File: config.mk
export PLATFORM = sky130hd
export DESIGN_NAME = adder_pipe_flat
export DESIGN_NICKNAME = d
export VERILOG_FILES = /design/src/rtl/adder_pipe_if.sv /design/src/rtl/adder_pipe.sv /design/src/flat_wrapper.sv
export SDC_FILE = /design/constraint.sdc
export NUM_CORES = 1
export LEC_CHECK = 0
export BUFFER_PORTS_ARGS = -buffer_cell sky130_fd_sc_hd__buf_2
export CAP_MARGIN = 20
export CORE_AREA = 2 2 69 71
export CTS_CLUSTER_DIAMETER = 100
export CTS_CLUSTER_SIZE = 40
export DETAILED_ROUTE_END_ITERATION = 8
export DIE_AREA = 0 0 71 73
export SETUP_SLACK_MARGIN = 0.4
export SYNTH_ARGS = -nofsm -noshare
export SYNTH_HDL_FRONTEND = slang
export SYNTH_SLANG_ARGS = --single-unit
File: constraint.sdc
create_clock -name clk -period 1.5 [get_ports clk]
set_input_delay 0.075 -clock clk [delete_from_list [all_inputs] [get_ports clk]]
set_output_delay 0.075 -clock clk [all_outputs]
set_load 0.01 [all_outputs]
File: src/rtl/adder_pipe_if.sv
// Handshake bundle for adder_pipe: operand beat on the input side, result beat on the output side.
// The master drives operands and out_ready; the slave (the adder) drives results and in_ready.
interface adder_pipe_if #(
    parameter int WIDTH = 8
);
    logic             in_valid;
    logic             in_ready;
    logic [WIDTH-1:0] a;
    logic [WIDTH-1:0] b;
    logic             sub;
    logic             cin;
    logic             out_valid;
    logic             out_ready;
    logic [WIDTH:0]   sum;
    logic             ovf;

    modport master (
        output in_valid, a, b, sub, cin, out_ready,
        input  in_ready, out_valid, sum, ovf
    );

    modport slave (
        input  in_valid, a, b, sub, cin, out_ready,
        output in_ready, out_valid, sum, ovf
    );
endinterface

File: src/rtl/adder_pipe.sv
// Pipelined add/subtract: each stage resolves one CHUNK-bit slice of the carry chain and registers
// the carry into the next stage; the last stage register is the output register.
module adder_pipe #(
    parameter int WIDTH  = 8,
    parameter int STAGES = 2
) (
    input  logic        clk,
    input  logic        rst_n,
    adder_pipe_if.slave bus
);
    localparam int CHUNK = (STAGES >= 1 && WIDTH >= STAGES) ? WIDTH / STAGES : 1;
    localparam int LAST  = (STAGES >= 1) ? STAGES - 1 : 0;

    if (WIDTH < 1 || STAGES < 1 || STAGES > WIDTH || (WIDTH % STAGES) != 0) begin : g_bad_params
        $error("adder_pipe: STAGES must be in 1..WIDTH and divide WIDTH evenly");
    end

    // Stage registers; index k holds a beat whose slices 0..k are resolved.
    logic             v_q  [STAGES];
    logic             c_q  [STAGES];
    logic [WIDTH-1:0] a_q  [STAGES];
    logic [WIDTH-1:0] bx_q [STAGES];
    logic [WIDTH-1:0] r_q  [STAGES];
    logic             ovf_q;

    logic             v_i  [STAGES];
    logic             c_i  [STAGES];
    logic [WIDTH-1:0] a_i  [STAGES];
    logic [WIDTH-1:0] bx_i [STAGES];
    logic [WIDTH-1:0] r_i  [STAGES];

    logic             c_n  [STAGES];
    logic [WIDTH-1:0] r_n  [STAGES];
    logic             ovf_n;
    logic [CHUNK:0]   part;
    logic             stall;

    always_comb begin
        v_i[0]  = bus.in_valid;
        a_i[0]  = bus.a;
        bx_i[0] = bus.sub ? ~bus.b : bus.b;
        c_i[0]  = bus.sub | bus.cin;
        r_i[0]  = '0;
        for (int k = 1; k < STAGES; k++) begin
            v_i[k]  = v_q[k-1];
            a_i[k]  = a_q[k-1];
            bx_i[k] = bx_q[k-1];
            c_i[k]  = c_q[k-1];
            r_i[k]  = r_q[k-1];
        end
    end

    always_comb begin
        part = '0;
        for (int k = 0; k < STAGES; k++) begin
            part = {1'b0, a_i[k][k*CHUNK +: CHUNK]}
                 + {1'b0, bx_i[k][k*CHUNK +: CHUNK]}
                 + {{CHUNK{1'b0}}, c_i[k]};
            r_n[k] = r_i[k];
            r_n[k][k*CHUNK +: CHUNK] = part[CHUNK-1:0];
            c_n[k] = part[CHUNK];
        end
        // Overflow only makes sense once the MSB slice is resolved, i.e. entering the last register.
        ovf_n = (a_i[LAST][WIDTH-1] == bx_i[LAST][WIDTH-1])
             && (r_n[LAST][WIDTH-1] != a_i[LAST][WIDTH-1]);
    end

    assign stall = v_q[LAST] && !bus.out_ready;

    always_ff @(posedge clk or negedge rst_n) begin
        if (!rst_n) begin
            for (int k = 0; k < STAGES; k++) begin
                v_q[k]  <= 1'b0;
                c_q[k]  <= 1'b0;
                a_q[k]  <= '0;
                bx_q[k] <= '0;
                r_q[k]  <= '0;
            end
            ovf_q <= 1'b0;
        end else if (!stall) begin
            for (int k = 0; k < STAGES; k++) begin
                v_q[k]  <= v_i[k];
                c_q[k]  <= c_n[k];
                a_q[k]  <= a_i[k];
                bx_q[k] <= bx_i[k];
                r_q[k]  <= r_n[k];
            end
            ovf_q <= ovf_n;
        end
    end

    assign bus.in_ready  = !stall;
    assign bus.out_valid = v_q[LAST];
    assign bus.sum       = {c_q[LAST], r_q[LAST]};
    assign bus.ovf       = ovf_q;
endmodule

File: src/flat_wrapper.sv
// flat-port wrapper written by rule: the top's interface ports become plain ports
module adder_pipe_flat 
#(
    parameter int WIDTH  = 8,
    parameter int STAGES = 2
)
  (clk, rst_n, bus_in_valid, bus_a, bus_b, bus_sub, bus_cin, bus_out_ready, bus_in_ready, bus_out_valid, bus_sum, bus_ovf);
  adder_pipe_if #(.WIDTH(WIDTH)) bus_i ();
  input  logic clk;
  input  logic rst_n;
  input wire logic [$bits(bus_i.in_valid)-1:0] bus_in_valid;
  input wire logic [$bits(bus_i.a)-1:0] bus_a;
  input wire logic [$bits(bus_i.b)-1:0] bus_b;
  input wire logic [$bits(bus_i.sub)-1:0] bus_sub;
  input wire logic [$bits(bus_i.cin)-1:0] bus_cin;
  input wire logic [$bits(bus_i.out_ready)-1:0] bus_out_ready;
  output wire logic [$bits(bus_i.in_ready)-1:0] bus_in_ready;
  output wire logic [$bits(bus_i.out_valid)-1:0] bus_out_valid;
  output wire logic [$bits(bus_i.sum)-1:0] bus_sum;
  output wire logic [$bits(bus_i.ovf)-1:0] bus_ovf;
  assign bus_i.in_valid = bus_in_valid;
  assign bus_i.a = bus_a;
  assign bus_i.b = bus_b;
  assign bus_i.sub = bus_sub;
  assign bus_i.cin = bus_cin;
  assign bus_i.out_ready = bus_out_ready;
  assign bus_in_ready = bus_i.in_ready;
  assign bus_out_valid = bus_i.out_valid;
  assign bus_sum = bus_i.sum;
  assign bus_ovf = bus_i.ovf;
  adder_pipe #(.WIDTH(WIDTH), .STAGES(STAGES)) u_core (.clk(clk), .rst_n(rst_n), .bus(bus_i));
endmodule
==> metrics.md <==
| Metric | Value |
|---|---|
| Outcome | `complete, but fails checks` |
| Failing checks | `setup timing` |
| Warnings from Yosys | `0` |
| First-pass GRT wire length | `4.547 mm` |
| Worst slew pin tran | `557.9 ps` |
| Most used cell, CP | `fa_2` |
| Critical Path RT | `1700 ps` |
| Crit path buffers/inverters | `1` |
| Pwr per Cell Area | `1234 nW/um2` |
| Placer Congestion | `0.7694` |
| Initial core utilization | `28.74%` |
| Clk network pwr share | `19.1%` |
| Synth Area per Inst | `9.657 um2` |
| Rel. slew slack | `62.81%` |
| Critical Setup Path Class | `flop to flop` |
| Final Power | `2.134 mW` |
| Pin count of the biggest net entering global routing | `26` |
| Post-synth EDFFs | `0` |
| Vias per cell | `4.364` |
| Endpoint of the worst register-to-register path | `u_core.bus.sum[5]$_DFFE_PN0N_` |
| 1st-pass router iterations | `4` |
| Register-to-Register Path Depth | `4` |
| Share of power burned in registers | `44.6%` |
| Critical Path AT | `1720 ps` |
| Cell Area, Synth | `1304 um2` |
| Die Span X | `71 um` |
| Clock skew | `5.007 ps` |
| Smallest hold slack | `7.555 ps` |
| H-tree lvl count | `1` |
| Grt ovf | `0` |
| CP cell instances | `fa_2 > inv_2 > fa_2 > a21oi_2` |
| Fraction of power spent switching nets | `33.73%` |
| Avg WL per Cell | `11.35 um` |
| Worst setup SP type | `flop` |
| Type of the tightest min-delay check | `input pin to flop` |
| FILL cells | `447` |
| Endpoints failing hold | `0` |
| R2r setup slk | `-20 ps` |
| P_int | `1.414 mW` |
| Core area | `4536 um2` |
| Initial DRC count | `35` |
| # IOs | `34` |
| Netlist cell types | `28` |
| Most common cell in the netlist | `nand2_1` |
| Site Rows | `25` |
| Die Ht | `73 um` |
| CP top delay family | `adder cells` |
| Post-synth top cells | `41 x nand2_1, 25 x dfrtp_1, 7 x a21oi_1, 7 x o21ai_0` |
| Hold Path End | `u_core.a_i[7]$_DFFE_PN0N_` |
| Cts bufs inserted | `3` |
| DP Wirelength | `2.050 mm` |
| Cell count after synthesis | `135` |
| Peak VDD IR | `0.0003428 V` |
| Vias in the first global route | `984` |
| Top cells by area, synth | `dfrtp_1 48%, nand2_1 12%, fa_1 6.1%` |
| Top cell type's share of synthesized area | `47.98%` |
| Clk sinks | `25` |
| DR DRC count | `0` |
| Final worst path period need | `1517 ps` |
| Max clock buf depth | `2` |
| Total vias in the final route | `1008` |
| Tcrit/Tclk final | `101.1%` |
| Final instance area | `1729 um2` |
| Layout cells sized above 1 | `36.16%` |
| Die footprint | `5183 um2` |
| CTS root buf | `clkbuf_8` |
| Main flop type after synthesis | `dfrtp_1` |
| Area post-placement | `1592 um2` |
| Combinational power share | `36.3%` |
| Worst reg2reg path startpoint | `u_core.a_i[4]$_DFFE_PN0N_` |
| Area delta synth->final | `32.63%` |
| MaxCap Viol Count | `0` |
| Synth area leader | `dfrtp_1` |
| Final setup vio count | `1` |
| HP Start | `bus_a[7]` |
| Sw Pwr | `0.7198 mW` |
| CTS tree | `yes` |
| Seq/Total Area, Yosys | `47.98%` |
| Final wirelength | `2.623 mm` |
| Fmax | `0.6591 GHz` |
| Crit path capture type | `flop` |
| Post-route ant nets | `0` |
| Final #Nets | `210` |
| Ys async rst share | `100.0%` |
| Initial antenna violation count | `0` |
| Diodes inserted | `0` |
| CP max FO | `3` |
| #FFs+latches synth | `25` |
| Max incr delay on CP | `430 ps` |
| Total leakage power | `0.8541 nW` |
| # port buffers | `33` |
| Worst Hold Depth | `3` |
| Clk slew on worst S/H paths | `90 ps` |
| Post-route setup slack | `-17.24 ps` |
| Clk Latency, worst-skew pair | `270 ps` |
| Slew Limit Fails | `0` |
| All-Layer GR Usage | `11.34%` |
| Synth Net Count | `167` |
| CP max-delay cell | `fa_2` |
| RSZ-0062 raised after global routing | `yes` |
[kinds of logic after synthesis]
family          Yosys count  synth area share [%]
flops                    25                 47.98
compound gates           23                 10.75
mux                       1                0.7678
fa+ha+maj                10                 11.90
xor+xnor                 10                 6.718
buf+inv                  12                 4.318
simple gates             54                 17.56
[power by group through the flow]
stage / combinational, mW / clock (mW) / sequential (mW)
floorplan: 0.421 / 0 / 1.00
global placement: 0.716 / 0 / 0.963
detailed placement: 0.731 / 0 / 0.965
CTS: 0.774 / 0.426 / 0.955
global route: 0.876 / 0.459 / 0.978
finish: 0.775 / 0.408 / 0.951
[worst max-delay path by stage]
| stage | from | end | slack, ps | cells past startpoint |
|---|---|---|---|---|
| final | u_core.a_i[4]$_DFFE_PN0N_ | u_core.bus.sum[5]$_DFFE_PN0N_ | -20 | 4 |
| after global routing | u_core.a_i[4]$_DFFE_PN0N_ | u_core.bus.sum[5]$_DFFE_PN0N_ | -60 | 4 |
| after CTS | u_core.a_i[4]$_DFFE_PN0N_ | u_core.bus.sum[5]$_DFFE_PN0N_ | -20 | 4 |
| after detailed placement | bus_sub | u_core.c_i[0]$_DFFE_PN0N_ | -250 | 7 |
| after global placement | bus_sub | u_core.c_i[0]$_DFFE_PN0N_ | -220 | 7 |
| after floorplan | bus_sub | u_core.c_i[0]$_DFFE_PN0N_ | -170 | 7 |
[state kept, by name (all words and copies together) (netlist names)]
name                  flops
u_core.c_i                1
u_core.v_i                1
u_core.bus.sum            9
u_core.a_i                4
u_core.bus.ovf            1
u_core.r_i                4
u_core.bus.out_valid      1
u_core.bx_i               4
[worst register-to-register path, stage by stage (launching register included)]
cell and delay, ps:
dfrtp_1 410, fa_2 430, inv_2 70, fa_2 430, a21oi_2 120
[metrics by stage]
step	setup TNS [ps]	util, %	instances	setup WS, ps
CTS	-19.25	37.74	230	-19.25
finish	-17.24	38.12	231	-17.24
detailed placement	-499.0	35.09	223	-251.8
global route	-140.4	38.12	231	-58.04
floorplan	-265.5	-	135	-174.2
global placement	-432.4	35.09	223	-222.4
[final cells by class]
cell class	instances	area (um2)	share of cell area (%)
inverters	6	23.77	1.375
repair buffers	44	292.8	16.93
clock buffers	3	41.29	2.388
well taps	54	67.56	3.907
multi-input cells	98	670.6	38.78
clock inverters	1	7.507	0.4342
flip-flops and latches	25	625.6	36.18
[layout by cell type (no fill, tap or decap), drive strengths merged, types with 2 or more instances in the layout]
master       instances
a211oi               2
a21boi               2
a21o                 2
a21oi                7
buf                 42
clkbuf               3
dfrtp               25
dlygate4sd3          2
fa                   4
ha                   6
inv                  5
nand2               41
nand3                2
nor2                 5
nor2b                3
o21ai                7
xnor2                4
xor2                 6
[timing repair]
item,in CTS,in global routing
setup endpoints to repair,19,25
hold endpoints to repair,26,0
gates resized for setup,13,3
pin swaps,8,3
setup buffers,1,1
hold buffers,2,0
[per-layer routing]
| layer | global-route usage (%) | share of wire (%) |
|---|---|---|
| met5 | 0 | 0 |
| met1 | 15.22 | 49 |
| met2 | 17.55 | 45 |
| met4 | 6.289 | 2.0 |
| met3 | 1.796 | 4.1 |
No activity file was read; power rests on OpenSTA's default activity.
